## src/rtl/i2c_arb_pkg.sv

```systemverilog
// Shared encodings for the I2C transaction arbiter: FSM state codes and response-flag bit positions.
package i2c_arb_pkg;

  localparam logic [2:0] ST_IDLE_ENC      = 3'd0;
  localparam logic [2:0] ST_GRANT_ENC     = 3'd1;
  localparam logic [2:0] ST_START_ENC     = 3'd2;
  localparam logic [2:0] ST_WAIT_BUSY_ENC = 3'd3;
  localparam logic [2:0] ST_WAIT_DONE_ENC = 3'd4;
  localparam logic [2:0] ST_RESP_ENC      = 3'd5;

  typedef enum logic [2:0] {
    ST_IDLE      = ST_IDLE_ENC,
    ST_GRANT     = ST_GRANT_ENC,
    ST_START     = ST_START_ENC,
    ST_WAIT_BUSY = ST_WAIT_BUSY_ENC,
    ST_WAIT_DONE = ST_WAIT_DONE_ENC,
    ST_RESP      = ST_RESP_ENC
  } arb_state_e;

  localparam int RSP_ACK_ERR_BIT = 0;
  localparam int RSP_TIMEOUT_BIT = 1;
  localparam int RSP_FLAG_W      = 2;

endpackage

```

## src/rtl/i2c_rr_picker.sv

```systemverilog
// Combinational round-robin select: first set request at or after ptr_i, wrapping modulo N.
// Zero latency; found_o is low when no request is pending.
module i2c_rr_picker #(
  parameter int N  = 4,
  parameter int PW = $clog2(N)
) (
  input  logic [N-1:0]  req_i,
  input  logic [PW-1:0] ptr_i,
  output logic [PW-1:0] idx_o,
  output logic          found_o
);

  logic [PW-1:0] cand;

  // Scan from the farthest offset down so the nearest pending request wins.
  always_comb begin
    idx_o   = '0;
    found_o = 1'b0;
    cand    = '0;
    for (int k = N - 1; k >= 0; k--) begin
      cand = PW'((int'(ptr_i) + k) % N);
      if (req_i[cand]) begin
        idx_o   = cand;
        found_o = 1'b1;
      end
    end
  end

endmodule

```

## src/rtl/i2c_txn_arbiter.sv

```systemverilog
// Round-robin arbiter sharing one byte-level I2C core among N_REQ clients; ready 2 cycles after request, start 1 later.
// Clients hold req_valid until req_ready; NACKs retried up to RETRY_MAX; I2C_ARB_TIMEOUT_EN adds a wait-phase watchdog.
module i2c_txn_arbiter
  import i2c_arb_pkg::*;
#(
  parameter int N_REQ          = 4,
  parameter int RETRY_MAX      = 2,
  parameter int TIMEOUT_CYCLES = 2_000_000
) (
  input  logic               clk,
  input  logic               resetn,
  input  logic [N_REQ-1:0]   req_valid,
  input  logic [N_REQ-1:0]   req_read,
  input  logic [7*N_REQ-1:0] req_addr,
  input  logic [8*N_REQ-1:0] req_wdata,
  output logic [N_REQ-1:0]   req_ready,
  output logic [N_REQ-1:0]   rsp_valid,
  output logic [7:0]         rsp_rdata,
  output logic               rsp_ack_error,
  output logic               rsp_timeout,
  output logic               i2c_start,
  output logic               i2c_read,
  output logic [6:0]         i2c_addr,
  output logic [7:0]         i2c_data_in,
  input  logic [7:0]         i2c_data_out,
  input  logic               i2c_done,
  input  logic               i2c_busy,
  input  logic               i2c_ack_error
);

  localparam int PW = $clog2(N_REQ);
  localparam int RW = $clog2(RETRY_MAX + 2);
  localparam logic [RW-1:0] RETRY_LIM = RW'(RETRY_MAX);
  localparam logic [PW-1:0] LAST_IDX  = PW'(N_REQ - 1);

  arb_state_e            state_q, state_d;
  logic [PW-1:0]         ptr_q, ptr_d, idx_q, idx_d;
  logic [RW-1:0]         cnt_q, cnt_d;
  logic                  rd_q, rd_d;
  logic [6:0]            addr_q, addr_d;
  logic [7:0]            wdata_q, wdata_d;
  logic [7:0]            cap_rdata_q, cap_rdata_d;
  logic                  cap_ack_q, cap_ack_d;
  logic                  cap_tmo_q, cap_tmo_d;
  logic [N_REQ-1:0]      req_ready_q, req_ready_d;
  logic [N_REQ-1:0]      rsp_valid_q, rsp_valid_d;
  logic                  start_q, start_d;
  logic [7:0]            rsp_rdata_q, rsp_rdata_d;
  logic [RSP_FLAG_W-1:0] rsp_flags_q, rsp_flags_d;

  logic [PW-1:0] pick_idx;
  logic          pick_found;
  logic          tmo_hit;

  i2c_rr_picker #(.N(N_REQ), .PW(PW)) u_picker (
    .req_i   (req_valid),
    .ptr_i   (ptr_q),
    .idx_o   (pick_idx),
    .found_o (pick_found)
  );

`ifdef I2C_ARB_TIMEOUT_EN
  localparam int TW = $clog2(TIMEOUT_CYCLES + 1);
  localparam logic [TW-1:0] TMO_LAST = TW'(TIMEOUT_CYCLES - 1);

  logic [TW-1:0] tmo_q, tmo_d;
  logic          in_wait;

  assign in_wait = (state_q == ST_WAIT_BUSY) || (state_q == ST_WAIT_DONE);
  assign tmo_hit = in_wait && (tmo_q == TMO_LAST);

  always_comb begin
    tmo_d = tmo_q;
    if (state_q == ST_START) begin
      tmo_d = '0;
    end else if (in_wait) begin
      tmo_d = tmo_q + 1'b1;
    end
  end

  always_ff @(posedge clk) begin
    if (!resetn) tmo_q <= '0;
    else         tmo_q <= tmo_d;
  end
`else
  // Watchdog compiled out: the comparison is constant false for any legal timeout.
  assign tmo_hit = (TIMEOUT_CYCLES < 0);
`endif

  always_comb begin
    state_d     = state_q;
    ptr_d       = ptr_q;
    idx_d       = idx_q;
    cnt_d       = cnt_q;
    rd_d        = rd_q;
    addr_d      = addr_q;
    wdata_d     = wdata_q;
    cap_rdata_d = cap_rdata_q;
    cap_ack_d   = cap_ack_q;
    cap_tmo_d   = cap_tmo_q;
    req_ready_d = '0;
    rsp_valid_d = '0;
    start_d     = 1'b0;
    rsp_rdata_d = rsp_rdata_q;
    rsp_flags_d = rsp_flags_q;

    unique case (state_q)
      ST_IDLE: begin
        if (|req_valid && !i2c_busy) state_d = ST_GRANT;
      end
      ST_GRANT: begin
        // The requester may have withdrawn since IDLE; fall back without granting.
        if (pick_found) begin
          idx_d                 = pick_idx;
          rd_d                  = req_read[pick_idx];
          addr_d                = req_addr[7*pick_idx +: 7];
          wdata_d               = req_wdata[8*pick_idx +: 8];
          req_ready_d[pick_idx] = 1'b1;
          ptr_d                 = (pick_idx == LAST_IDX) ? '0 : pick_idx + 1'b1;
          cnt_d                 = '0;
          state_d               = ST_START;
        end else begin
          state_d = ST_IDLE;
        end
      end
      ST_START: begin
        if (!i2c_busy) begin
          start_d = 1'b1;
          state_d = ST_WAIT_BUSY;
        end
      end
      ST_WAIT_BUSY, ST_WAIT_DONE: begin
        if (i2c_done) begin
          cap_rdata_d = rd_q ? i2c_data_out : 8'h00;
          cap_ack_d   = i2c_ack_error;
          cap_tmo_d   = 1'b0;
          if (i2c_ack_error && (cnt_q < RETRY_LIM)) begin
            cnt_d   = cnt_q + 1'b1;
            state_d = ST_START;
          end else begin
            state_d = ST_RESP;
          end
        end else if (tmo_hit) begin
          cap_rdata_d = 8'h00;
          cap_ack_d   = 1'b0;
          cap_tmo_d   = 1'b1;
          state_d     = ST_RESP;
        end else if ((state_q == ST_WAIT_BUSY) && i2c_busy) begin
          state_d = ST_WAIT_DONE;
        end
      end
      ST_RESP: begin
        rsp_valid_d[idx_q]           = 1'b1;
        rsp_rdata_d                  = cap_rdata_q;
        rsp_flags_d                  = '0;
        rsp_flags_d[RSP_ACK_ERR_BIT] = cap_ack_q;
        rsp_flags_d[RSP_TIMEOUT_BIT] = cap_tmo_q;
        state_d                      = ST_IDLE;
      end
      default: state_d = ST_IDLE;
    endcase
  end

  always_ff @(posedge clk) begin
    if (!resetn) begin
      state_q     <= ST_IDLE;
      ptr_q       <= '0;
      idx_q       <= '0;
      cnt_q       <= '0;
      rd_q        <= 1'b0;
      addr_q      <= '0;
      wdata_q     <= '0;
      cap_rdata_q <= '0;
      cap_ack_q   <= 1'b0;
      cap_tmo_q   <= 1'b0;
      req_ready_q <= '0;
      rsp_valid_q <= '0;
      start_q     <= 1'b0;
      rsp_rdata_q <= '0;
      rsp_flags_q <= '0;
    end else begin
      state_q     <= state_d;
      ptr_q       <= ptr_d;
      idx_q       <= idx_d;
      cnt_q       <= cnt_d;
      rd_q        <= rd_d;
      addr_q      <= addr_d;
      wdata_q     <= wdata_d;
      cap_rdata_q <= cap_rdata_d;
      cap_ack_q   <= cap_ack_d;
      cap_tmo_q   <= cap_tmo_d;
      req_ready_q <= req_ready_d;
      rsp_valid_q <= rsp_valid_d;
      start_q     <= start_d;
      rsp_rdata_q <= rsp_rdata_d;
      rsp_flags_q <= rsp_flags_d;
    end
  end

  assign req_ready     = req_ready_q;
  assign rsp_valid     = rsp_valid_q;
  assign rsp_rdata     = rsp_rdata_q;
  assign rsp_ack_error = rsp_flags_q[RSP_ACK_ERR_BIT];
  assign rsp_timeout   = rsp_flags_q[RSP_TIMEOUT_BIT];
  assign i2c_start     = start_q;
  assign i2c_read      = rd_q;
  assign i2c_addr      = addr_q;
  assign i2c_data_in   = wdata_q;

endmodule
```

## config.mk

```make
export PLATFORM = sky130hd
export DESIGN_NAME = i2c_txn_arbiter
export DESIGN_NICKNAME = d
export VERILOG_FILES = /design/src/rtl/i2c_arb_pkg.sv /design/src/rtl/i2c_rr_picker.sv /design/src/rtl/i2c_txn_arbiter.sv
export SDC_FILE = /design/constraint.sdc
export NUM_CORES = 1
export LEC_CHECK = 0
export BUFFER_PORTS_ARGS = -buffer_cell sky130_fd_sc_hd__clkbuf_2
export CAP_MARGIN = 20
export CORE_MARGIN = 2
export CORE_UTILIZATION = 45
export CTS_CLUSTER_SIZE = 24
export DETAILED_ROUTE_END_ITERATION = 8
export PLACE_DENSITY = 0.88
export SYNTH_ARGS = -nofsm -noshare
export SYNTH_HDL_FRONTEND = slang
export SYNTH_SLANG_ARGS = --single-unit
```

## constraint.sdc

```tcl
create_clock -name clk -period 2.7 [get_ports clk]
set_clock_uncertainty 0.1 [all_clocks]
set_input_delay 0.27 -clock clk [delete_from_list [all_inputs] [get_ports clk]]
set_output_delay 0.27 -clock clk [all_outputs]
set_load 0.005 [all_outputs]
```

==> impl_metrics.toml <==
[die]
dieArea_um2 = 6340
die_x_um = 79.6
ioPinCount = 116
core-area_um2 = 5510
rows = 27
die_y_um = 79.6
start_util = 0.467

[placed_design]
dpl.hpwl_mm = 5.08
portBuffers = 114
place_area_um2 = 3160
routabilityCongestion = 0.823
dp_cells = 480

[critical_path]
worst_setup_path_end_kind = "register"
crit_path_start = "state_q[0]"
setup.worst_path.class = "register to register"
timing.rr.start = "state_q[0]"
cp-endpoint = "i2c_addr[6]"
rr_endpoint = "i2c_addr[6]"
cp-start-kind = "register"
r2r_cells = 6
r2r_setup_slack_ps = 570
arrival_ps = 2230
crit_fanout = 16
required_ps = 2800

[grt]
grt_pass1_wl_mm = 11.3
grt_start_max_net_pins = 35
overflow = 0
grt.total_usage = 0.223
grt_pass1_vias = 2482
antenna_found_initial = 0

[hold_path]
hold_class = "primary input to register"

[timing]
min_period_ps = 2130
fmax_mhz = 470
setup_viol = 0
max-slew-margin-rel = 0.557
final.period_utilization = 0.788
fin_setup_tns_ps = 0
tightest_slew_ps = 662
final_hold_viol_count = 0
drv_slew = 0
rsz0062_at_grt = "no"
holdWs_ps = 102

[synthesis]
synthAdderAreaFrac = 0.00973
synthMuxAreaShare = 0.0700
synth_edf_count = 0
synth-async-reset-ratio = 0
synth.net_count = 397
post_synth_xor_area_fraction = 0
syn_area_um2 = 2570
synth_common_cells = "52 x dfxtp_1, 42 x nand3_1, 40 x nand2_1, 37 x a21oi_1, 20 x o21ai_0"
ys_ff_latch = 52
synth_top_family_by_area = "simple AND/OR/NAND/NOR gates"
synth_cells = 314
synth_compound_area_frac = 0.216
yosysWarnings = 0
yosysTopAreaCell = "dfxtp_1"
synthFlopType = "dfxtp_1"
synth.most_common_cell = "dfxtp_1"
synth_top_area_frac = 0.405
avgSynthCellArea_um2 = 8.19
synthTopCellsByArea = "dfxtp_1 40%, nand3_1 8.2%, a21oi_1 7.2%"
synth_seq_area_share = 0.405
yosys.area_share.simple = 0.241
yosysUniqueCellTypes = 42

[layout]
fin_area_um2 = 3280
syn2layout_area_growth_pct = 27.4
final_cells = 488
diodes = 0
layout.nets = 498
drive_gt1_frac = 0.332
register_area_um2 = 1040
multi_input_area_um2 = 1390
nFillCells = 490

[clock_tree]
cts_tree = "yes"
numCtsBuffers = 5
cts.sinks = 52
cts_hold_buf = 0
htree_levels = 2
cts_resized = 0
clk_pin_slew_ps = 110
cts_buffer_depth = 2
cts_setup_buffers = 0
worstSkewPairLatency_ps = 320
clockRootBuffer = "clkbuf_8"

[routing]
via_count = 2747
drt_first_iter_violations = 150
routed_wl_mm = 7.00
drcViolationCount = 0
vias_per_cell = 5.63
drtAntennaViolNets = 0
dr.pass1.iters = 6
detail_route.wl_per_cell_um = 14.3

[power_and_ir_drop]
swShare = 0.308
seqPwrFrac = 0.469
p_leak_nw = 1.41
peakVddDrop_mv = 0.299
internal_power_mw = 1.29
p_comb_frac = 0.229
pwr-share-clk = 0.302
powerDensity_nw_per_um2 = 567
power_switching_mw = 0.572

[job]
drv_cap = 0

[outcome]
status = "complete, no violations"
## placed cells by master, fill, tap and decap left out, types with 9 or more instances in the layout
master / instances
a21oi_1: 37
a32oi_1: 18
clkbuf_2: 114
dfxtp_1: 52
mux2i_1: 18
nand2_1: 40
nand3_1: 42
nor2_1: 9
o21ai_0: 20
## power by group through the flow
| stage | combinational, mW | sequential [mW] | clock, mW |
|---|---|---|---|
| after CTS | 0.426 | 0.870 | 0.561 |
| after detailed placement | 0.423 | 0.887 | 0 |
| final | 0.426 | 0.872 | 0.561 |
| after floorplan | 0.276 | 0.869 | 0 |
| after global routing | 0.468 | 0.880 | 0.605 |
| after global placement | 0.405 | 0.884 | 0 |
## worst max-delay path: stages, from the launching register on
cell       delay (ps)
dfxtp_1           580
inv_1             180
a2111oi_4         320
buf_4             250
a31oi_2           290
o21ai_0           190
a32oi_1           120
## flip-flops by register name (all words and copies together) (netlist names)
name / cells
rsp_valid: 4
cnt_q: 2
i2c_data_in: 8
i2c_addr: 7
req_ready: 4
rsp_rdata: 8
idx_q: 2
cap_rdata_q: 8
ptr_q: 2
rsp_flags_q: 1
state_q: 3
cap_ack_q: 1
i2c_start: 1
i2c_read: 1
## metrics by stage
stage | setup slack (ps) | total power, mW | util
2_1_floorplan | 836 | 1.15 | -
3_3_place_gp | 515 | 1.29 | 0.572
3_5_place_dp | 481 | 1.31 | 0.574
4_1_cts | 591 | 1.86 | 0.595
5_1_grt | 304 | 1.95 | 0.595
6_report | 571 | 1.86 | 0.595
## metal layers
metal | GRT usage | routed length [µm] | vias to the layer above
met5 | 0 | 0 | -
met4 | 0.0759 | 111 | 0
met3 | 0.0803 | 600 | 15
met2 | 0.355 | 3390 | 128
met1 | 0.279 | 2900 | 1261
li1 | - | - | 1343
## logic make-up (layout without fill, tap and decap cells)
kind of cell               Yosys count  after routing
and+or+nand+nor                    123            123
AOI/OAI and AO/OA                   86             86
DFF                                 52             52
buffers and inverters               32            134
muxes                               18             18
adders and majority gates            2              2
other                                1              1
## worst min-delay path by stage
stage,startpoint,endpoint,slack [ps],cells after the start
2_1_floorplan,i2c_busy,i2c_start,250,1
3_3_place_gp,cap_rdata_q[6],cap_rdata_q[6],340,2
3_5_place_dp,cap_rdata_q[7],cap_rdata_q[7],350,2
4_1_cts,i2c_data_out[1],cap_rdata_q[1],100,3
5_1_grt,i2c_data_out[1],cap_rdata_q[1],80,3
6_report,req_addr[23],i2c_addr[2],100,3
## layout make-up
class | instances | share of cell area
Timing Repair Buffer | 121 | 0.191
Clock inverter | 3 | 0.0141
Sequential cell | 52 | 0.318
Tap cell | 72 | 0.0275
Multi-Input combinational cell | 230 | 0.423
Inverter | 5 | 0.00573
Clock buffer | 5 | 0.0210
Note: power is estimated with default switching activity, not from simulation.
